**config.mk**
```make
export PLATFORM = sky130hd
export DESIGN_NAME = alu_seq_ctrl
export DESIGN_NICKNAME = d
export VERILOG_FILES = /design/src/rtl/alu_seq_ctrl.sv
export SDC_FILE = /design/constraint.sdc
export NUM_CORES = 1
export LEC_CHECK = 0
export BUFFER_PORTS_ARGS = -buffer_cell sky130_fd_sc_hd__buf_2
export CAP_MARGIN = 30
export CORE_MARGIN = 5
export CORE_UTILIZATION = 24
export DETAILED_ROUTE_END_ITERATION = 10
export PLACE_DENSITY_LB_ADDON = 0.15
export SLEW_MARGIN = 20
export SYNTH_ARGS = -nofsm -noshare
export SYNTH_HDL_FRONTEND = slang
export SYNTH_SLANG_ARGS = --single-unit
```
**constraint.sdc**
```tcl
create_clock -name i_clk -period 2.4 [get_ports i_clk]
set_input_delay 0.24 -clock i_clk [delete_from_list [all_inputs] [get_ports i_clk]]
set_output_delay 0.24 -clock i_clk [all_outputs]
set_load 0.1 [all_outputs]
```
**src/rtl/alu_seq_ctrl.sv**
```systemverilog
// rtl/alu_seq_ctrl.sv - multi-word sequencer driving a shared 8-bit ALU, LS word first
module alu_seq_ctrl #(
    parameter int DataWidth = 8,
    parameter int Words     = 4,
    parameter int LenWidth  = 3,
    parameter int FlagBits  = 4
) (
    input  logic                       i_clk,
    input  logic                       i_rst_n,
    input  logic                       i_start,
    input  logic [3:0]                 i_op,
    input  logic [LenWidth-1:0]        i_len,
    input  logic                       i_carry_in,
    input  logic [DataWidth*Words-1:0] i_op_a,
    input  logic [DataWidth*Words-1:0] i_op_b,
    output logic [DataWidth-1:0]       o_alu_a,
    output logic [DataWidth-1:0]       o_alu_b,
    output logic [3:0]                 o_alu_op,
    output logic [FlagBits-1:0]        o_alu_iflags,
    input  logic [DataWidth-1:0]       i_alu_y,
    input  logic [FlagBits-1:0]        i_alu_oflags,
    output logic [DataWidth*Words-1:0] o_result,
    output logic [FlagBits-1:0]        o_flags,
    output logic                       o_busy,
    output logic                       o_done,
    output logic                       o_error
);
    localparam logic [3:0] OP_ADD = 4'd0;
    localparam logic [3:0] OP_SUB = 4'd1;
    localparam logic [3:0] OP_XOR = 4'd4;

    typedef enum logic {S_IDLE, S_EXEC} state_t;

    state_t                       r_state;
    state_t                       w_state_nxt;
    logic [DataWidth*Words-1:0]   r_a;
    logic [DataWidth*Words-1:0]   r_b;
    logic [DataWidth*Words-1:0]   r_result;
    logic [3:0]                   r_op;
    logic [LenWidth-1:0]          r_len;
    logic [LenWidth-1:0]          r_idx;
    logic                         r_carry;
    logic                         r_zacc;
    logic [FlagBits-1:0]          r_flags;
    logic                         r_done;
    logic                         r_error;

    logic [DataWidth-1:0]         w_a_word;
    logic [DataWidth-1:0]         w_b_word;
    logic                         w_legal;
    logic                         w_is_arith;
    logic                         w_last;

    always_comb begin
        w_a_word = '0;
        w_b_word = '0;
        for (int i = 0; i < Words; i++) begin
            if (r_idx == LenWidth'(i)) begin
                w_a_word = r_a[i*DataWidth +: DataWidth];
                w_b_word = r_b[i*DataWidth +: DataWidth];
            end
        end
    end

    assign w_legal    = (i_op <= OP_XOR) && (i_len != '0) && (i_len <= LenWidth'(Words));
    assign w_is_arith = (r_op == OP_ADD) || (r_op == OP_SUB);
    assign w_last     = (r_idx == r_len - LenWidth'(1));

    // Subtract runs through the adder as A + ~B + 1; the +1 is the initial carry.
    always_comb begin
        w_state_nxt  = r_state;
        o_alu_a      = '0;
        o_alu_b      = '0;
        o_alu_op     = OP_ADD;
        o_alu_iflags = '0;
        case (r_state)
            S_IDLE: begin
                if (i_start && w_legal) begin
                    w_state_nxt = S_EXEC;
                end
            end
            S_EXEC: begin
                o_alu_a         = w_a_word;
                o_alu_b         = (r_op == OP_SUB) ? ~w_b_word : w_b_word;
                o_alu_op        = w_is_arith ? OP_ADD : r_op;
                o_alu_iflags[1] = r_carry;
                if (w_last) begin
                    w_state_nxt = S_IDLE;
                end
            end
            default: w_state_nxt = S_IDLE;
        endcase
    end

    always_ff @(posedge i_clk or negedge i_rst_n) begin
        if (!i_rst_n) begin
            r_state <= S_IDLE;
        end else begin
            r_state <= w_state_nxt;
        end
    end

    always_ff @(posedge i_clk or negedge i_rst_n) begin
        if (!i_rst_n) begin
            r_a      <= '0;
            r_b      <= '0;
            r_result <= '0;
            r_op     <= '0;
            r_len    <= '0;
            r_idx    <= '0;
            r_carry  <= 1'b0;
            r_zacc   <= 1'b0;
            r_flags  <= '0;
            r_done   <= 1'b0;
            r_error  <= 1'b0;
        end else begin
            r_done  <= 1'b0;
            r_error <= 1'b0;
            case (r_state)
                S_IDLE: begin
                    if (i_start && w_legal) begin
                        r_a      <= i_op_a;
                        r_b      <= i_op_b;
                        r_op     <= i_op;
                        r_len    <= i_len;
                        r_result <= '0;
                        r_idx    <= '0;
                        r_zacc   <= 1'b1;
                        r_carry  <= (i_op == OP_ADD) ? i_carry_in : (i_op == OP_SUB);
                    end else if (i_start) begin
                        r_done  <= 1'b1;
                        r_error <= 1'b1;
                    end
                end
                S_EXEC: begin
                    for (int i = 0; i < Words; i++) begin
                        if (r_idx == LenWidth'(i)) begin
                            r_result[i*DataWidth +: DataWidth] <= i_alu_y;
                        end
                    end
                    r_carry <= w_is_arith & i_alu_oflags[1];
                    r_zacc  <= r_zacc & i_alu_oflags[0];
                    r_idx   <= r_idx + LenWidth'(1);
                    if (w_last) begin
                        r_flags <= {i_alu_oflags[3], i_alu_oflags[2],
                                    w_is_arith & i_alu_oflags[1], r_zacc & i_alu_oflags[0]};
                        r_done  <= 1'b1;
                    end
                end
                default: ;
            endcase
        end
    end

    assign o_result = r_result;
    assign o_flags  = r_flags;
    assign o_busy   = (r_state == S_EXEC);
    assign o_done   = r_done;
    assign o_error  = r_error;
endmodule

```
---- Yosys cells after proc, flatten, opt, wreduce, memory -nomap -nowiden ----
Index checks and enable logic that the tools add are counted.
cells by class
  $lt $le $gt $ge ......................... 2
  $add $sub $neg .......................... 2
  multiplexer cells ....................... 35
  bitwise operators ....................... 4
  equal/unequal tests ..................... 11
  reductions and logical operators ........ 14
operator list
  cell                 number
  $mux 8               15
  $pmux 32 s2          1
  $mux 32              1
  $reduce_and 2->1     6
  $mux 1               10
  $eq 4x1->1 const B   2
  $logic_not 4->1      2
  $mux 4               2
  $ne 2x1->1 const B   4
  $not 8->8            1
  $pmux 1 s2           4
  $eq 3x2->1 const B   2
  $pmux 3 s2           1
  $le 4x3->1 const B   1
  $add 3x1->3 const B  1
  $eq 3x1->1 const B   1
  $eq 3x3->1           1
  $le 3x3->1 const B   1
  $logic_and 1x1->1    3
  $logic_not 3->1      1
  $mux 3               1
  $reduce_bool 3->1    1
  $sub 3x1->3 const B  1
  $and 1x1->1          2
  other kinds (3)      3
word-level totals
  output and inout bits ................... 63
  logic and storage cells ................. 83
  bits in registers ....................... 115

---- Longest topological paths before layout ----
Gate-level depths: netlist of the first run.
  depth after elaboration ................. 8
  mapped depth ............................ 9

---- Worst setup path before layout of the first run ----
No wires, ideal clock.
  path type ............................... reg2out
  start ................................... register r_idx[1]
  end ..................................... output o_alu_b[4]
  arrival ................................. 3.217 ns
  path slack .............................. -1.057 ns
  cell stages (with the launch flop) ...... 10
  required time ........................... 2.160 ns
  path through ............................ dfrtp_1 -> inv_1 -> ha_1 -> buf_4 -> nor2b_1 -> clkbuf_2 -> buf_6 -> a221o_1 -> a32oi_1 -> mux2i_1
between the ends
  cells in the longest elaborated chain, start to end .. 8
  elaborated cells on any way between the ends .. 11
ends and longest elaborated chain
  item                      RTL line  text
  start: declaration        41        logic [LenWidth-1:0] r_idx;
  start signal: assignment  143       r_idx <= r_idx + LenWidth'(1);
  $logic_not 3->1           58        if (r_idx == LenWidth'(i)) begin
  $mux 8 (3 in a row)       58
  $mux 8 *                  58
  $not 8->8                 84        o_alu_b = (r_op == OP_SUB) ? ~w_b_word : w_b_word;
  $mux 8 *                  84
  $mux 8 *                  76        case (r_state)
  end: declaration          17        output logic [DataWidth-1:0] o_alu_b,
Mark *: on every way between the ends. The rest lies on a longest branch, timed or not.

---- Worst setup path after layout of the first run ----
  start ................................... register r_idx[0]
  end ..................................... output o_alu_b[5]
Same word-level chain as after synthesis.

==> metrics.csv, run 1 <==
stage,metric,value,unit
detailed_routing,Routed WL,17.1,mm
detailed_routing,drt drc,0,
job,Max Cap Viol,0,
detailed_routing,DRT antenna net count,0,
synthesis,syn avg cell area,12.3,µm²
floorplanning,io pins,150,
synthesis,synth top area cells,"dfrtp_1 53%, mux2_2 14%, mux2i_1 7.6%, o21ai_0 3.6%, nand2_1 3.1%",
global_routing,GRT Util Overall,0.135,
timing,Max Freq,0.394,GHz
floorplanning,Die ar.,25800,µm²
layout,most frequent cells in the layout,"129 x buf_2, 113 x dfrtp_1, 68 x mux2_2, 45 x nand2_1, 39 x o21ai_0",
global_routing,GRT Residual Overflow,0,
worst_setup_path,required time of the critical path,2.16,ns
worst_setup_path,crit start category,register,
cts,cts bufs inserted,17,
min_path,hold crit path type,input pin to register,
timing,final setup fails,9,
synthesis,async set-reset flop share out of synthesis,1.00,
layout,# fillers,2216,
layout,fin cells,914,
timing,final worst path period share,1.06,
timing,Final WS setup,-0.139,ns
cts,buffer depth of the longest clock path,2,
timing,Fin. Hold Viols,0,
detailed_routing,routed len/inst,18.7,µm
synthesis,Seq cells post-synth,115,
timing,worst-margin pin slew,0.621,ns
synthesis,cell count after synthesis,442,
timing,RSZ-0062 raised after global routing,yes,
global_routing,vias in the first global route,4595,
global_routing,antenna violations before repair,1,
cts,CTS Sinks,115,
global_routing,pin count of the biggest net entering global routing,46,
worst_setup_path,Worst Path Buf+Inv,2,
worst_setup_path,Crit Path Class,register to output port,
floorplanning,# rows,55,
place,Inst Count DP,868,
floorplanning,Core Area,22400,µm²
worst_setup_path,"delay-heaviest family, CP",compound AO/OA/AOI/OAI gates,
synthesis,Synthesis Warnings,0,
floorplanning,Die Wd,160,µm
layout,"commonest non-fill, non-tap cell in the layout",buf_2,
run_status,failing checks,setup timing,
cts,CTS tree,built,
worst_setup_path,CP max FO,5,
detailed_routing,DRT Pass-1 Iters,4,
synthesis,Yosys cell types,38,
worst_setup_path,Arrival @ worst endpoint,2.30,ns
floorplanning,initial core utilization,0.242,
layout,share of layout cells above drive strength 1,0.537,
place,IO buf count,146,
detailed_routing,Vias/cell,4.50,
timing,Pins Over Slew Limit,0,
timing,normalized max-slew margin,0.586,
place,DP Wirelength,11.8,mm
run_status,status,"complete, but fails checks",
layout,synthesis-to-layout area growth,47.8,%
global_routing,first-pass GRT wire length,27.1,mm
worst_setup_path,crit end category,output port,
timing,Setup Skew,0.00747,ns
synthesis,Synth Flop Type,dfrtp_1,
synthesis,Synth top area share,0.530,
cts,root buf cell,clkbuf_16,
worst_setup_path,"Cell Chain, Critical Path",inv_2 > ha_4 > nor2b_4 > a221o_1 > a32oi_4 > mux2i_4 > buf_12,
layout,"Net count, final",708,
synthesis,part of the Yosys area used for sequential elements,0.530,
cts,Worst-Skew Late Latency,0.41,ns
floorplanning,DIE HEIGHT,160,µm
detailed_routing,via count,4117,
worst_setup_path,worst stage delay on the critical path,0.40,ns
synthesis,Synth area leader,dfrtp_1,
timing,fin crit period,2.54,ns
place,GPL Wtd Cong,0.776,
detailed_routing,drt first-iter violations,139,
cts,CTS H-tree lvls,4,
worst_setup_path,crit path max-delay cell type,dfrtp_2,
synthesis,Mapped Area,5430,µm²
cts,"CTS clk-pin slew, worst paths",0.06,ns
synthesis,number of synthesized flops with an enable pin,0,
per-layer routing:
layer	GRT usage	wire, µm
met1	0.185	8290
met2	0.205	7810
met3	0.0382	775
met4	0.0438	238
met5	0	0
repair_timing:
| action | CTS | global route |
|---|---|---|
| buffers inserted | 7 | 2 |
| cloned | 2 | 1 |
| pin swaps | 17 | 4 |
| endpoints found under the setup margin | 16 | 16 |
| hold buffers | 1 | 0 |
| gates resized for setup | 43 | 8 |
| endpoints found under the hold margin | 43 | 0 |
Yosys cell counts, types with 7 or more instances:
| cell type | n |
|---|---|
| a21oi_1 | 8 |
| dfrtp_1 | 115 |
| a221oi_1 | 8 |
| inv_1 | 15 |
| nand2_1 | 45 |
| mux2i_1 | 41 |
| clkbuf_8 | 7 |
| and2_1 | 7 |
| mux2_2 | 68 |
| a32oi_1 | 8 |
| nand2b_1 | 8 |
| o21ai_0 | 39 |
| a22o_1 | 8 |
| a221o_1 | 8 |
| clkbuf_1 | 9 |
worst register-to-register path: stages, from the launching register on:
cell and delay [ns]:
dfrtp_1 0.39, buf_6 0.14, ha_4 0.18, buf_8 0.14, buf_4 0.13, nand2_1 0.43, mux2i_1 0.26, o21ai_0 0.09
worst paths after layout:
| kind | cells after the start | end | slack (ns) | start |
|---|---|---|---|---|
| max | 7 | o_alu_b[5] | -0.14 | r_idx[0] |
| min | 2 | r_a[3] | 0.06 | i_op_a[3] |
| max reg2reg | 7 | o_result[23] | 0.53 | r_idx[1] |
| min reg2reg | 2 | o_result[28] | 0.50 | o_result[28] |
| max in group asynchronous | 3 | r_idx[0] | 1.17 | i_rst_n |
| min in group asynchronous | 2 | r_a[0] | 0.39 | i_rst_n |
stage by stage:
step	area [µm²]	worst slack (ns)	hold WS, ns	utilization	setup TNS [ns]
global route	8030	-0.238	0.0377	0.358	-2.42
CTS	7940	-0.181	0.0388	0.354	-1.70
floorplan	5640	-0.169	-0.0556	-	-0.653
global placement	6970	-0.194	0.291	0.311	-1.32
finish	8030	-0.139	0.0586	0.358	-1.02
detailed placement	6970	-0.231	0.300	0.311	-1.96
layout make-up:
type | instances | area, µm² | area share
Timing Repair Buffer | 179 | 1390 | 0.173
Clock buffer | 19 | 443 | 0.0551
Antenna cell | 1 | 2.50 | 0.000311
Sequential cell | 115 | 2880 | 0.359
Multi-Input combinational cell | 286 | 2760 | 0.344
Clock inverter | 13 | 135 | 0.0168
Tap cell | 285 | 357 | 0.0444
Inverter | 16 | 60.1 | 0.00748
registers in the layout (all words and copies together) (netlist names):
| register | flops |
|---|---|
| o_result | 32 |
| r_a | 32 |
| r_b | 32 |
| o_flags | 4 |
| r_op | 4 |
| r_idx | 3 |
| r_len | 3 |
| o_busy | 1 |
| o_done | 1 |
| o_error | 1 |
| r_carry | 1 |
| r_zacc | 1 |
cells by family after synthesis:
kind of cell / after synthesis / share of synthesized area
buffers and inverters: 44 / 0.0488
other: 1 / 0.000690
XOR/XNOR: 4 / 0.00645
AND/OR/NAND/NOR: 76 / 0.0682
multiplexers: 114 / 0.230
AO/OA/AOI/OAI: 82 / 0.102
adder cells (fa/ha/maj): 6 / 0.0138
flip-flops: 115 / 0.530
Power of run 1 is not shown: default switching activity piles up to over one toggle a cycle in this logic, so the estimate is an artifact.
==> run 2: changes to the inputs <==
--- a/config.mk
+++ b/config.mk
@@ -7,6 +7,7 @@
 export LEC_CHECK = 0
 export BUFFER_PORTS_ARGS = -buffer_cell sky130_fd_sc_hd__buf_2
 export CAP_MARGIN = 30
+export CORE_ASPECT_RATIO = 0.8
 export CORE_MARGIN = 5
 export CORE_UTILIZATION = 24
 export DETAILED_ROUTE_END_ITERATION = 10
==> constraint.sdc (replaced) <==
create_clock -name i_clk -period 2.2 [get_ports i_clk]
set_input_delay 0.22 -clock i_clk [delete_from_list [all_inputs] [get_ports i_clk]]
set_output_delay 0.22 -clock i_clk [all_outputs]
set_load 0.1 [all_outputs]
==> run 2 against run 1 <==
Critical path depth decreased by 1. Routed wire length increased by 0.16%. Worst hold slack got worse by 0.023 ns. Die area about the same. Count of clock-buffer cells in the layout decreased by 1. Design area increased by 2.1%. The run still ends with setup timing left. Sequential share of layout area decreased by 0.75 points. Largest cell class unchanged. Non-clock buffer count increased by 8. Global-route usage decreased by 0.14 points. Core utilization increased by 0.86 points.
==> metrics.csv, run 2 (synthesis gave the netlist of run 1 again) <==
stage,metric,value,unit
run_status,status,"complete, but fails checks",
run_status,failing checks,setup timing,
timing,RSZ-0062 raised after global routing,yes,
worst_setup_path,required time of the critical path,1.98,ns
timing,Pins Over Slew Limit,0,
detailed_routing,drt drc,0,
detailed_routing,uppermost layer routed,met5,
floorplanning,DIE HEIGHT,145,µm
detailed_routing,Routed WL,17.1,mm
place,IO buf count,146,
job,Max Cap Viol,0,
floorplanning,initial core utilization,0.243,
worst_setup_path,Reg2Reg Depth,5,
cts,Worst-Skew Late Latency,0.41,ns
worst_setup_path,crit end category,output port,
global_routing,GRT Residual Overflow,0,
global_routing,first-pass GRT wire length,26.2,mm
floorplanning,# rows,49,
cts,cts bufs inserted,17,
min_path,Hold Path Stages,2,
layout,ANT cells,0,
cts,buffer depth of the longest clock path,2,
layout,most frequent cells in the layout,"129 x buf_2, 113 x dfrtp_1, 68 x mux2_2, 45 x nand2_1, 39 x o21ai_0",
floorplanning,Die ar.,25800,µm²
global_routing,vias in the first global route,4467,
timing,Setup Skew,0.0132,ns
place,DP Wirelength,12.1,mm
detailed_routing,DR WL met3,889,µm
floorplanning,Die Wd,178,µm
floorplanning,Core Area,22400,µm²
cts,CTS tree,built,
layout,synthesis-to-layout area growth,51.0,%
timing,normalized max-slew margin,0.607,
cts,CTS Sinks,115,
worst_setup_path,crit start category,register,
timing,final worst path period share,1.16,
min_path,hold crit path type,input pin to register,
detailed_routing,wl on met1,8.43,mm
timing,final setup fails,16,
cts,"CTS clk-pin slew, worst paths",0.06,ns
timing,fin crit period,2.55,ns
floorplanning,io pins,150,
detailed_routing,drt first-iter violations,133,
timing,Final WS setup,-0.352,ns
layout,share of layout cells above drive strength 1,0.548,
worst_setup_path,CP max FO,9,
place,GPL Wtd Cong,0.785,
worst_setup_path,Crit Path Class,register to output port,
detailed_routing,via count,4127,
cts,root buf cell,clkbuf_16,
global_routing,GRT Util Overall,0.133,
global_routing,pin count of the biggest net entering global routing,47,
layout,"Net count, final",716,
layout,"commonest non-fill, non-tap cell in the layout",buf_2,
detailed_routing,DRT antenna net count,0,
place,Inst Count DP,899,
timing,Max Freq,0.392,GHz
detailed_routing,routed len/inst,18.2,µm
detailed_routing,met2 WL,7.69,mm
timing,Fin. Hold Viols,0,
layout,fin cells,941,
global_routing,antenna violations before repair,1,
cts,CTS H-tree lvls,4,
worst_setup_path,Arrival @ worst endpoint,2.33,ns
detailed_routing,DRT Pass-1 Iters,4,
detailed_routing,Vias/cell,4.39,
timing,worst-margin pin slew,0.588,ns
==> run 2: through the flow <==
| step | setup slack (ns) | util | hold WS [ns] | setup TNS (ns) | cell area [µm²] |
|---|---|---|---|---|---|
| 6_report | -0.352 | 0.367 | 0.0360 | -4.04 | 8210 |
| 5_1_grt | -0.426 | 0.367 | 0.0217 | -5.16 | 8210 |
| 4_1_cts | -0.424 | 0.360 | 0.0131 | -5.19 | 8060 |
| 3_5_place_dp | -0.347 | 0.318 | 0.188 | -3.73 | 7110 |
| 3_3_place_gp | -0.280 | 0.318 | 0.186 | -3.31 | 7110 |
| 2_1_floorplan | -0.349 | - | -0.0756 | -2.09 | 5660 |
==> run 2: worst max-delay path: stages (launching register included) <==
cell	delay (ns)
dfrtp_2	0.45
ha_4	0.21
buf_12	0.14
a221o_1	0.36
a32oi_4	0.23
mux2i_4	0.32
buf_12	0.21
==> run 2: final timing paths <==
path / end / slack, ns / start
min reg2reg: r_b[16] / 0.50 / r_b[16]
min in group asynchronous: o_result[27] / 0.35 / i_rst_n
min: r_a[16] / 0.04 / i_op_a[16]
max: o_alu_b[0] / -0.35 / r_idx[0]
max in group asynchronous: r_a[15] / 1.16 / i_rst_n
max reg2reg: o_flags[1] / 0.39 / r_idx[2]
==> run 2: layout make-up <==
cell class / instances / area (µm²)
Clock buffer: 18 / 439
Clock inverter: 13 / 159
Fill cell: 2202 / 14200
Inverter: 16 / 62.6
Multi-Input combinational cell: 286 / 2830
Sequential cell: 115 / 2880
Tap cell: 306 / 383
Timing Repair Buffer: 187 / 1450
==> run 2: what timing repair did <==
item / in CTS / in global routing
setup buffers: 5 / 4
pin swaps: 13 / 10
resized for setup: 41 / 18
setup endpoints to repair: 16 / 16
hold buffers: 1 / 0
cloned: 2 / 1
hold endpoints to repair: 25 / 0
==> run 2: routing by layer <==
layer | GRT usage | vias up
li1 | - | 1940
met1 | 0.189 | 2067
met2 | 0.199 | 110
met3 | 0.0384 | 8
met4 | 0.0392 | 2
met5 | 0 | -
Power of run 2 is left out for the same reason.
